==> config.mk <==
export PLATFORM = sky130hd
export DESIGN_NAME = mem_port_arbiter_flat
export DESIGN_NICKNAME = d
export VERILOG_FILES = /design/src/rtl/mem_port_arbiter_if.sv /design/src/rtl/mem_port_arbiter.sv /design/src/flat_wrapper.sv
export SDC_FILE = /design/constraint.sdc
export NUM_CORES = 1
export LEC_CHECK = 0
export ABC_AREA = 1
export CORE_AREA = 4 4 103 105
export CTS_BUF_LIST = sky130_fd_sc_hd__clkbuf_8 sky130_fd_sc_hd__clkbuf_16
export DETAILED_ROUTE_END_ITERATION = 6
export DIE_AREA = 0 0 107 109
export GPL_ROUTABILITY_DRIVEN = 1
export PLACE_DENSITY_LB_ADDON = 0.12
export REMOVE_ABC_BUFFERS = 1
export SLEW_MARGIN = 20
export SYNTH_ARGS = -nofsm -noshare
export SYNTH_HDL_FRONTEND = slang
export SYNTH_SLANG_ARGS = --single-unit
export TNS_END_PERCENT = 5
==> constraint.sdc <==
create_clock -name clk -period 1.8 [get_ports clk]
set_clock_uncertainty 0.1 [all_clocks]
set_input_delay 0.18 -clock clk [delete_from_list [all_inputs] [get_ports clk]]
set_output_delay 0.18 -clock clk [all_outputs]
set_load 0.05 [all_outputs]
==> src/rtl/mem_port_arbiter_if.sv <==
// Bundle of signals between the fetch/load-store requesters, the unified
// memory port and the arbiter that shares it.
interface mem_port_arbiter_if #(
    parameter int ADDR_W = 32,
    parameter int DATA_W = 32
);
    logic              if_req;
    logic [ADDR_W-1:0] if_addr;
    logic              if_gnt;
    logic              if_rvalid;
    logic [DATA_W-1:0] if_rdata;

    logic              d_req;
    logic              d_we;
    logic [1:0]        d_size;
    logic [ADDR_W-1:0] d_addr;
    logic [DATA_W-1:0] d_wdata;
    logic              d_gnt;
    logic              d_rvalid;
    logic [DATA_W-1:0] d_rdata;
    logic              d_err;

    logic              mem_req;
    logic              mem_we;
    logic [1:0]        mem_size;
    logic [ADDR_W-1:0] mem_addr;
    logic [DATA_W-1:0] mem_wdata;
    logic              mem_rvalid;
    logic [DATA_W-1:0] mem_rdata;

    logic              busy;

    // Arbiter side
    modport slave (
        input  if_req, if_addr,
        input  d_req, d_we, d_size, d_addr, d_wdata,
        input  mem_rvalid, mem_rdata,
        output if_gnt, if_rvalid, if_rdata,
        output d_gnt, d_rvalid, d_rdata, d_err,
        output mem_req, mem_we, mem_size, mem_addr, mem_wdata,
        output busy
    );

    // Requesters plus memory side
    modport master (
        output if_req, if_addr,
        output d_req, d_we, d_size, d_addr, d_wdata,
        output mem_rvalid, mem_rdata,
        input  if_gnt, if_rvalid, if_rdata,
        input  d_gnt, d_rvalid, d_rdata, d_err,
        input  mem_req, mem_we, mem_size, mem_addr, mem_wdata,
        input  busy
    );
endinterface

==> src/rtl/mem_port_arbiter.sv <==
// Shares one variable-latency memory port between instruction fetch and
// load/store, one transaction in flight, data-first with fetch anti-starvation.
module mem_port_arbiter #(
    parameter int ADDR_W         = 32,
    parameter int DATA_W         = 32,
    parameter int MAX_DATA_BURST = 4
) (
    input  logic              clk,
    input  logic              rst,
    mem_port_arbiter_if.slave bus
);

    localparam int               CNT_W   = $clog2(MAX_DATA_BURST + 1);
    localparam logic [CNT_W-1:0] CNT_MAX = CNT_W'(MAX_DATA_BURST);

    typedef enum logic [1:0] {
        ST_IDLE = 2'd0,
        ST_WAIT = 2'd1,
        ST_ERR  = 2'd2
    } state_t;

    state_t           state_r;
    state_t           state_nxt_s;
    logic             owner_r;
    logic             store_r;
    logic [CNT_W-1:0] cnt_r;

    logic              grant_f_s;
    logic              grant_d_s;
    logic              data_mis_s;

    logic              if_gnt_s;
    logic              if_rvalid_s;
    logic [DATA_W-1:0] if_rdata_s;
    logic              d_gnt_s;
    logic              d_rvalid_s;
    logic [DATA_W-1:0] d_rdata_s;
    logic              d_err_s;
    logic              mem_req_s;
    logic              mem_we_s;
    logic [1:0]        mem_size_s;
    logic [ADDR_W-1:0] mem_addr_s;
    logic [DATA_W-1:0] mem_wdata_s;
    logic              busy_s;

    function automatic logic misaligned(input logic [1:0] size, input logic [1:0] addr_lo);
        logic mis;
        case (size)
            2'b00:   mis = 1'b0;
            2'b01:   mis = addr_lo[0];
            default: mis = (addr_lo != 2'b00);
        endcase
        return mis;
    endfunction

    function automatic logic [1:0] norm_size(input logic [1:0] size);
        logic [1:0] s;
        case (size)
            2'b00:   s = 2'b00;
            2'b01:   s = 2'b01;
            default: s = 2'b10;
        endcase
        return s;
    endfunction

    // Arbitration: only in IDLE, fetch wins a tie only once data has used up its burst
    always_comb begin
        grant_f_s  = 1'b0;
        grant_d_s  = 1'b0;
        data_mis_s = misaligned(bus.d_size, bus.d_addr[1:0]);
        if (!rst && (state_r == ST_IDLE)) begin
            if (bus.if_req && (!bus.d_req || (cnt_r == CNT_MAX))) begin
                grant_f_s = 1'b1;
            end else if (bus.d_req) begin
                grant_d_s = 1'b1;
            end else begin
                grant_f_s = 1'b0;
            end
        end else begin
            grant_f_s = 1'b0;
        end
    end

    // State register
    always_ff @(posedge clk or posedge rst) begin
        if (rst) begin
            state_r <= ST_IDLE;
        end else begin
            state_r <= state_nxt_s;
        end
    end

    // Next-state logic
    always_comb begin
        state_nxt_s = state_r;
        case (state_r)
            ST_IDLE: begin
                if (grant_f_s || (grant_d_s && !data_mis_s)) begin
                    state_nxt_s = ST_WAIT;
                end else if (grant_d_s) begin
                    state_nxt_s = ST_ERR;
                end else begin
                    state_nxt_s = ST_IDLE;
                end
            end
            ST_WAIT: begin
                if (bus.mem_rvalid) begin
                    state_nxt_s = ST_IDLE;
                end else begin
                    state_nxt_s = ST_WAIT;
                end
            end
            ST_ERR:  state_nxt_s = ST_IDLE;
            default: state_nxt_s = ST_IDLE;
        endcase
    end

    // Transaction owner, store flag and starvation counter, captured at grant
    always_ff @(posedge clk or posedge rst) begin
        if (rst) begin
            owner_r <= 1'b0;
            store_r <= 1'b0;
            cnt_r   <= '0;
        end else if (grant_f_s) begin
            owner_r <= 1'b0;
            store_r <= 1'b0;
            cnt_r   <= '0;
        end else if (grant_d_s) begin
            owner_r <= 1'b1;
            store_r <= bus.d_we;
            if (!bus.if_req) begin
                cnt_r <= '0;
            end else if (cnt_r == CNT_MAX) begin
                cnt_r <= cnt_r;
            end else begin
                cnt_r <= cnt_r + CNT_W'(1);
            end
        end else begin
            owner_r <= owner_r;
            store_r <= store_r;
            cnt_r   <= cnt_r;
        end
    end

    // Output decode; everything is forced low while rst is asserted
    always_comb begin
        if_gnt_s    = grant_f_s;
        d_gnt_s     = grant_d_s;
        if_rvalid_s = 1'b0;
        if_rdata_s  = '0;
        d_rvalid_s  = 1'b0;
        d_rdata_s   = '0;
        d_err_s     = 1'b0;
        mem_req_s   = 1'b0;
        mem_we_s    = 1'b0;
        mem_size_s  = 2'b00;
        mem_addr_s  = '0;
        mem_wdata_s = '0;
        busy_s      = !rst && (state_r != ST_IDLE);

        if (grant_f_s) begin
            mem_req_s  = 1'b1;
            mem_size_s = 2'b10;
            mem_addr_s = bus.if_addr;
        end else if (grant_d_s && !data_mis_s) begin
            mem_req_s   = 1'b1;
            mem_we_s    = bus.d_we;
            mem_size_s  = norm_size(bus.d_size);
            mem_addr_s  = bus.d_addr;
            mem_wdata_s = bus.d_wdata;
        end else begin
            mem_req_s = 1'b0;
        end

        // Response is passed through in the same cycle it arrives
        case (state_r)
            ST_WAIT: begin
                if (!rst && bus.mem_rvalid) begin
                    if (owner_r) begin
                        d_rvalid_s = 1'b1;
                        d_rdata_s  = store_r ? '0 : bus.mem_rdata;
                    end else begin
                        if_rvalid_s = 1'b1;
                        if_rdata_s  = bus.mem_rdata;
                    end
                end else begin
                    d_rvalid_s = 1'b0;
                end
            end
            ST_ERR: begin
                if (!rst) begin
                    d_rvalid_s = 1'b1;
                    d_err_s    = 1'b1;
                end else begin
                    d_rvalid_s = 1'b0;
                end
            end
            default: d_rvalid_s = 1'b0;
        endcase
    end

    assign bus.if_gnt    = if_gnt_s;
    assign bus.if_rvalid = if_rvalid_s;
    assign bus.if_rdata  = if_rdata_s;
    assign bus.d_gnt     = d_gnt_s;
    assign bus.d_rvalid  = d_rvalid_s;
    assign bus.d_rdata   = d_rdata_s;
    assign bus.d_err     = d_err_s;
    assign bus.mem_req   = mem_req_s;
    assign bus.mem_we    = mem_we_s;
    assign bus.mem_size  = mem_size_s;
    assign bus.mem_addr  = mem_addr_s;
    assign bus.mem_wdata = mem_wdata_s;
    assign bus.busy      = busy_s;

endmodule

==> src/flat_wrapper.sv <==
// flat-port wrapper written by rule: the top's interface ports become plain ports
module mem_port_arbiter_flat 
#(
    parameter int ADDR_W         = 32,
    parameter int DATA_W         = 32,
    parameter int MAX_DATA_BURST = 4
)
  (clk, rst, bus_if_req, bus_if_addr, bus_d_req, bus_d_we, bus_d_size, bus_d_addr, bus_d_wdata, bus_mem_rvalid, bus_mem_rdata, bus_if_gnt, bus_if_rvalid, bus_if_rdata, bus_d_gnt, bus_d_rvalid, bus_d_rdata, bus_d_err, bus_mem_req, bus_mem_we, bus_mem_size, bus_mem_addr, bus_mem_wdata, bus_busy);
  mem_port_arbiter_if #(.ADDR_W(ADDR_W), .DATA_W(DATA_W)) bus_i ();
  input  logic clk;
  input  logic rst;
  input wire logic [$bits(bus_i.if_req)-1:0] bus_if_req;
  input wire logic [$bits(bus_i.if_addr)-1:0] bus_if_addr;
  input wire logic [$bits(bus_i.d_req)-1:0] bus_d_req;
  input wire logic [$bits(bus_i.d_we)-1:0] bus_d_we;
  input wire logic [$bits(bus_i.d_size)-1:0] bus_d_size;
  input wire logic [$bits(bus_i.d_addr)-1:0] bus_d_addr;
  input wire logic [$bits(bus_i.d_wdata)-1:0] bus_d_wdata;
  input wire logic [$bits(bus_i.mem_rvalid)-1:0] bus_mem_rvalid;
  input wire logic [$bits(bus_i.mem_rdata)-1:0] bus_mem_rdata;
  output wire logic [$bits(bus_i.if_gnt)-1:0] bus_if_gnt;
  output wire logic [$bits(bus_i.if_rvalid)-1:0] bus_if_rvalid;
  output wire logic [$bits(bus_i.if_rdata)-1:0] bus_if_rdata;
  output wire logic [$bits(bus_i.d_gnt)-1:0] bus_d_gnt;
  output wire logic [$bits(bus_i.d_rvalid)-1:0] bus_d_rvalid;
  output wire logic [$bits(bus_i.d_rdata)-1:0] bus_d_rdata;
  output wire logic [$bits(bus_i.d_err)-1:0] bus_d_err;
  output wire logic [$bits(bus_i.mem_req)-1:0] bus_mem_req;
  output wire logic [$bits(bus_i.mem_we)-1:0] bus_mem_we;
  output wire logic [$bits(bus_i.mem_size)-1:0] bus_mem_size;
  output wire logic [$bits(bus_i.mem_addr)-1:0] bus_mem_addr;
  output wire logic [$bits(bus_i.mem_wdata)-1:0] bus_mem_wdata;
  output wire logic [$bits(bus_i.busy)-1:0] bus_busy;
  assign bus_i.if_req = bus_if_req;
  assign bus_i.if_addr = bus_if_addr;
  assign bus_i.d_req = bus_d_req;
  assign bus_i.d_we = bus_d_we;
  assign bus_i.d_size = bus_d_size;
  assign bus_i.d_addr = bus_d_addr;
  assign bus_i.d_wdata = bus_d_wdata;
  assign bus_i.mem_rvalid = bus_mem_rvalid;
  assign bus_i.mem_rdata = bus_mem_rdata;
  assign bus_if_gnt = bus_i.if_gnt;
  assign bus_if_rvalid = bus_i.if_rvalid;
  assign bus_if_rdata = bus_i.if_rdata;
  assign bus_d_gnt = bus_i.d_gnt;
  assign bus_d_rvalid = bus_i.d_rvalid;
  assign bus_d_rdata = bus_i.d_rdata;
  assign bus_d_err = bus_i.d_err;
  assign bus_mem_req = bus_i.mem_req;
  assign bus_mem_we = bus_i.mem_we;
  assign bus_mem_size = bus_i.mem_size;
  assign bus_mem_addr = bus_i.mem_addr;
  assign bus_mem_wdata = bus_i.mem_wdata;
  assign bus_busy = bus_i.busy;
  mem_port_arbiter #(.ADDR_W(ADDR_W), .DATA_W(DATA_W), .MAX_DATA_BURST(MAX_DATA_BURST)) u_core (.clk(clk), .rst(rst), .bus(bus_i));
endmodule
==> impl_metrics.py, run 1 <==
metrics = {
    "finish": {
        "area_delta_synth_final_pct": 296,
        "nNetsFinal": 778,
        "design_area_um2": 6580,
        "drive_gt1_frac": 0.480,
        "antenna_cells": 0,
    },
    "floorplanning": {
        "ios": 274,
        "initial_core_util": 0.173,
        "die_y_um": 109,
        "core-area_um2": 9640,
        "dieArea_um2": 11700,
        "fp-row-count": 36,
        "die_w_um": 107,
    },
    "drt": {
        "route.detailed.drc": 0,
        "avgRoutedWirePerCell_um": 16.5,
        "vias_per_cell": 4.25,
        "drtIter0Drc": 155,
        "dr.pass1.iters": 4,
        "num_vias": 3271,
        "drt.antenna.violating_nets": 0,
        "wl_mm": 12.7,
    },
    "critical_path": {
        "r2r-start": "u_core.cnt_r[1]",
        "rr_endpoint": "u_core.owner_r",
        "endpoint_kind": "primary output",
        "cp_data_required_time_ns": 1.52,
        "r2r_setup_slack_ns": 0.33,
        "start_kind": "flop",
        "startpoint": "u_core.state_r[0]",
        "worstPathMaxFanout": 29,
        "cp-endpoint": "bus_mem_wdata[6]",
        "path_class": "flop to primary output",
        "r2r_cells": 8,
        "cp.arrival_ns": 1.78,
    },
    "grt": {
        "overflow": 0,
        "grtUsageTotal": 0.194,
        "grt_pass1_vias": 3288,
        "antenna_found_initial": 0,
        "grt_pass1_wl_mm": 17.7,
        "grt_max_degree": 35,
    },
    "logic_synthesis": {
        "ys.flop_type": "dfrtp_1",
        "synth_area_per_cell_um2": 4.76,
        "yosys_warnings": 0,
        "synth_area_leaders": "nor2_1, nand2_1, inv_1",
        "synth_commonest_cells": "nor2_1, nand2_1, inv_1",
        "syn-cell-area_um2": 1660,
        "yosysMostFrequentCell": "nor2_1",
        "synth-edff-count": 0,
        "synth_top_area_frac": 0.233,
        "ys_ff_latch": 7,
        "syn_inst": 349,
        "synth.distinct_cells": 21,
        "async_reset_ff_frac": 1.00,
        "ys_seq_area_frac": 0.105,
        "synth_top_cell_by_area": "nor2_1",
    },
    "sta": {
        "setup_ws_ns": -0.265,
        "finalSetupViolCount": 135,
        "max_freq_ghz": 0.484,
        "period_minus_slack_ns": 2.06,
        "drv_slew": 0,
        "grt_setup_unrepaired": "yes",
        "maxSlewHeadroom": 0.828,
        "tightest_slew_ns": 0.259,
        "fin_crit_sh": 1.15,
        "finalHoldViolCount": 0,
    },
    "placed_design": {
        "routabilityCongestion": 0.854,
        "dpl.hpwl_mm": 10.8,
        "io_buffers": 273,
        "placed_cell_area_um2": 6090,
    },
    "clock_tree": {
        "cts_htree_levels": 1,
        "cts_buffer_depth": 2,
        "cts-root-buf": "clkbuf_8",
        "cts_made_buffers": 3,
        "cts_sinks": 7,
        "clkLatencyLatePin_ns": 0.23,
        "cts_tree": "yes",
        "clkSlewWorstSetupHoldPaths_ns": 0.04,
    },
    "status": {
        "status": "complete, but fails checks",
        "violations": "setup timing",
    },
    "power_and_ir_drop": {
        "power.leakage_nw": 2.98,
        "irDropWorstVdd_mv": 0.268,
        "finalPower_w": 0.00253,
        "power.density_nw_per_um2": 385,
    },
    "flow_run": {
        "drv_cap": 0,
    },
    "worst_hold_path": {
        "min_path_type": "primary input to async pin",
    },
}
==> where the power goes <==
part	internal, W	leakage, nW	switching (W)
logic	0.00102	2.87	0.00107
clock network	0.000147	0.0269	0.0000688
registers	0.000197	0.0891	0.0000309
==> layer usage <==
| layer | global-route usage | wire [µm] | up-vias | part of all wire |
|---|---|---|---|---|
| met4 | 0.0511 | 351 | 0 | 0.028 |
| met5 | 0 | 0 | - | 0 |
| met1 | 0.180 | 3970 | 1468 | 0.31 |
| li1 | - | - | 1575 | - |
| met2 | 0.401 | 7080 | 202 | 0.56 |
| met3 | 0.0616 | 1280 | 26 | 0.10 |
==> state kept, by name (all words and copies together) (netlist names) <==
name / flops
u_core.cnt_r: 3
u_core.state_r: 2
u_core.owner_r: 1
u_core.store_r: 1
==> through the flow <==
stage	hold slack, ns	TNS (ns)	cells	setup WS, ns	util
after global routing	0.295	-34.28	769	-0.332	0.683
after global placement	0.417	-11.00	761	-0.164	0.632
after floorplan	-0.130	-92.31	331	-1.01	-
after detailed placement	0.442	-15.32	761	-0.201	0.632
after CTS	0.266	-23.44	767	-0.255	0.675
final	0.257	-24.19	769	-0.265	0.683
==> timing repair <==
item                       4_1_cts  5_1_grt
hold buffers                     0        0
cloned                           0        1
buffers inserted                 2        1
gates resized for setup        131       13
pin swaps                        4        2
setup endpoints to repair      135      136
==> worst max-delay path: stages, from the launching register on <==
cell and delay, ns:
dfrtp_1 0.39, inv_2 0.08, ha_4 0.17, nand3_4 0.09
nor2_4 0.21, nand2_4 0.10, buf_12 0.20, nor2_2 0.15
buf_12 0.15
==> final cells by class <==
class | instances | area (µm²)
inverters | 82 | 310
fillers | 792 | 3060
flip-flops and latches | 7 | 175
multi-input cells | 242 | 1460
clock buffers | 3 | 41.3
well taps | 133 | 166
repair buffers | 301 | 4430
clock inverters | 1 | 3.75
==> cells by family after synthesis <==
| group | Yosys count | synth area share |
|---|---|---|
| buffers and inverters | 100 | 0.257 |
| adders and majority gates | 5 | 0.0376 |
| and+or+nand+nor | 232 | 0.580 |
| DFF | 7 | 0.105 |
| AOI/OAI and AO/OA | 5 | 0.0203 |
==> placed cells by master, fill, tap and decap left out, types with 3 or more instances in the layout <==
| cell type | instances |
|---|---|
| buf_12 | 145 |
| clkdlybuf4s50_1 | 135 |
| nor2_2 | 88 |
| inv_1 | 79 |
| nand2_1 | 60 |
| nand3_1 | 38 |
| nand2_2 | 20 |
| buf_4 | 20 |
| nor2_4 | 12 |
| dfrtp_1 | 7 |
| nand3_2 | 4 |
| nor2_1 | 4 |
| inv_2 | 3 |
| clkbuf_8 | 3 |
==> how the worst min path moves through the flow <==
| stage | to | startpoint | depth (start not counted) |
|---|---|---|---|
| floorplan | u_core.cnt_r[0] | rst | 1 |
| global placement | u_core.store_r | u_core.store_r | 2 |
| detailed placement | u_core.store_r | u_core.store_r | 2 |
| CTS | u_core.store_r | rst | 3 |
| global route | u_core.store_r | rst | 3 |
| finish | u_core.store_r | rst | 3 |
No activity file was read; power rests on OpenSTA's default activity.
==> inputs of run 2 (changes only) <==
--- a/config.mk
+++ b/config.mk
@@ -6,10 +6,11 @@
 export NUM_CORES = 1
 export LEC_CHECK = 0
 export ABC_AREA = 1
-export CORE_AREA = 4 4 103 105
+export ABC_CLOCK_PERIOD_IN_PS = 2500
+export CORE_AREA = 4 4 105 107
 export CTS_BUF_LIST = sky130_fd_sc_hd__clkbuf_8 sky130_fd_sc_hd__clkbuf_16
 export DETAILED_ROUTE_END_ITERATION = 6
-export DIE_AREA = 0 0 107 109
+export DIE_AREA = 0 0 109 111
 export GPL_ROUTABILITY_DRIVEN = 1
 export PLACE_DENSITY_LB_ADDON = 0.12
 export REMOVE_ABC_BUFFERS = 1
==> constraint.sdc (replaced) <==
create_clock -name clk -period 2.5 [get_ports clk]
set_clock_uncertainty 0.1 [all_clocks]
set_input_delay 0.25 -clock clk [delete_from_list [all_inputs] [get_ports clk]]
set_output_delay 0.25 -clock clk [all_outputs]
set_load 0.05 [all_outputs]
==> impl_metrics.py, run 2 (synthesized netlist as in run 1, its figures left out) <==
metrics = {
    "status": {
        "status": "complete, no violations",
    },
    "critical_path": {
        "cp_num_buf_inv": 2,
        "cp_slowest_cell": "dfrtp_1",
        "r2r_cells": 7,
        "r2r-start": "u_core.cnt_r[0]",
        "max_stage_delay_ns": 0.38,
        "start_kind": "flop",
        "r2r_setup_slack_ns": 0.83,
        "cp.arrival_ns": 1.97,
        "cp_data_required_time_ns": 2.15,
        "cpLargestDelayFamily": "simple AND/OR/NAND/NOR gates",
        "endpoint_kind": "primary output",
        "worstPathMaxFanout": 36,
        "cp_cell_sequence": "inv_1, ha_2, nand3_4, nor2_4, nand2_4, nor2_1, buf_12",
        "rr_endpoint": "u_core.state_r[0]",
        "path_class": "flop to primary output",
    },
    "grt": {
        "antenna_found_initial": 1,
        "overflow": 0,
        "busiest_layer": "met2",
        "grt_pass1_wl_mm": 17.0,
        "grt_pass1_vias": 3123,
        "use_met1": 0.158,
        "grt_max_degree": 37,
        "use_met2": 0.375,
        "grtUsageTotal": 0.181,
        "grtUsageMet3": 0.0641,
    },
    "power_and_ir_drop": {
        "p_sw_frac": 0.461,
        "switching_power_w": 0.000755,
        "irDropWorstVdd_mv": 0.198,
        "finalPower_w": 0.00164,
        "combPwrFrac": 0.807,
        "seq_power_share": 0.098,
        "power.density_nw_per_um2": 276,
        "clockPowerShare": 0.094,
        "p_int_w": 0.000885,
        "power.leakage_nw": 2.88,
    },
    "finish": {
        "largest-register": "u_core.cnt_r",
        "nNetsFinal": 757,
        "design_area_um2": 5950,
        "final_cells": 752,
        "final_cell_mix": "buf_12, clkdlybuf4s50_1, nor2_1",
        "reg_top3": "u_core.cnt_r x3, u_core.state_r x2",
        "drive_gt1_frac": 0.252,
        "layout_commonest_cell": "buf_12",
        "largest_register_ffs": 3,
        "area_delta_synth_final_pct": 258,
    },
    "worst_hold_path": {
        "min_path_type": "primary input to async pin",
    },
    "drt": {
        "drtIter0Drc": 118,
        "vias_per_cell": 4.03,
        "num_vias": 3029,
        "avgRoutedWirePerCell_um": 15.5,
        "route.detailed.drc": 0,
        "wl_mm": 11.6,
        "dr.pass1.iters": 4,
        "drt.antenna.violating_nets": 0,
    },
    "sta": {
        "maxSlewHeadroom": 0.671,
        "fin_setup_tns_ns": 0,
        "tightest_slew_ns": 0.492,
        "fin_crit_sh": 0.926,
        "drv_slew": 0,
        "grt_setup_unrepaired": "no",
        "finalSetupViolCount": 0,
        "period_minus_slack_ns": 2.32,
        "finalHoldViolCount": 0,
        "setup_ws_ns": 0.185,
        "max_freq_ghz": 0.432,
    },
    "placed_design": {
        "placed_cell_area_um2": 5900,
        "dp_cells": 747,
        "io_buffers": 273,
        "preCtsSetupSlack_ns": 0.299,
        "routabilityCongestion": 0.859,
        "dpl.hpwl_mm": 10.6,
    },
    "floorplanning": {
        "die_y_um": 111,
        "ios": 274,
        "die_w_um": 109,
        "initial_core_util": 0.164,
        "dieArea_um2": 12100,
        "fp-row-count": 37,
        "core-area_um2": 10100,
    },
    "clock_tree": {
        "clkLatencyLatePin_ns": 0.23,
        "cts_buffer_depth": 2,
        "clkSlewWorstSetupHoldPaths_ns": 0.04,
        "cts_setup_buffers": 0,
        "cts_sinks": 7,
        "cts-root-buf": "clkbuf_8",
        "cts_made_buffers": 3,
        "cts_tree": "yes",
        "cts_htree_levels": 1,
    },
    "flow_run": {
        "drv_cap": 0,
    },
}
## run 2: cell types whose count changed in the layout (fill, tap and decap cells not counted), sizes merged
cell	previous run	this run
buf	165	144
clkbuf	4	3
clkdlybuf4s50	135	136
diode	0	1
## run 2: per-stage QoR
stage                util  hold slack, ns
floorplan               -         -0.0598
global placement    0.582           0.410
detailed placement  0.582           0.402
CTS                 0.586           0.333
global route        0.586           0.390
finish              0.586           0.332
## run 2: worst max path at each step
stage | start | cells past startpoint | endpoint | slack [ns]
2_1_floorplan | u_core.state_r[0] | 6 | bus_mem_size[0] | -0.38
3_3_place_gp | bus_if_req | 7 | bus_mem_req | 0.36
3_5_place_dp | rst | 7 | bus_mem_wdata[9] | 0.30
4_1_cts | u_core.state_r[0] | 10 | bus_mem_addr[28] | 0.10
5_1_grt | u_core.state_r[0] | 10 | bus_mem_addr[28] | 0.004
6_report | u_core.state_r[0] | 7 | bus_mem_wdata[24] | 0.18
## run 2: layout make-up
class                           count  area, µm²
Tap cell                          136        170
Fill cell                         919       4190
Timing Repair Buffer              280       4180
Multi-Input combinational cell    242       1060
Clock inverter                      1       3.75
Antenna cell                        1       2.50
Inverter                           82        308
Sequential cell                     7        175
Clock buffer                        3       41.3
## run 2: timing repair
item | in CTS | in global routing
gates resized for setup | 0 | 1
setup endpoints to repair | 0 | 33
hold buffers | 0 | 0
## run 2: power groups by stage
stage,sequential (W),combinational (W),clock (W)
2_1_floorplan,0.000157,0.000578,0
6_report,0.000162,0.00132,0.000154
3_3_place_gp,0.000160,0.00132,0
4_1_cts,0.000161,0.00134,0.000158
5_1_grt,0.000164,0.00140,0.000164
3_5_place_dp,0.000162,0.00134,0
## run 2: routing by layer
metal | up-vias | wire (µm)
met5 | - | 0
met3 | 8 | 1410
li1 | 1539 | -
met4 | 0 | 168
met2 | 176 | 6520
met1 | 1306 | 3550
## run 2: worst min-delay path, cell delays in order
cell and delay [ns]:
clkdlybuf4s50_1 0.46, inv_2 0.11, buf_4 0.17
==> inputs of run 3 (changes only) <==
--- a/config.mk
+++ b/config.mk
@@ -9,9 +9,9 @@
 export ABC_CLOCK_PERIOD_IN_PS = 2500
 export CORE_AREA = 4 4 105 107
 export CTS_BUF_LIST = sky130_fd_sc_hd__clkbuf_8 sky130_fd_sc_hd__clkbuf_16
+export CTS_CLUSTER_SIZE = 28
 export DETAILED_ROUTE_END_ITERATION = 6
 export DIE_AREA = 0 0 109 111
-export GPL_ROUTABILITY_DRIVEN = 1
 export PLACE_DENSITY_LB_ADDON = 0.12
 export REMOVE_ABC_BUFFERS = 1
 export SLEW_MARGIN = 20
==> results of run 3 <==
No change in the layout: final DEF, timing and power equal those of run 2.
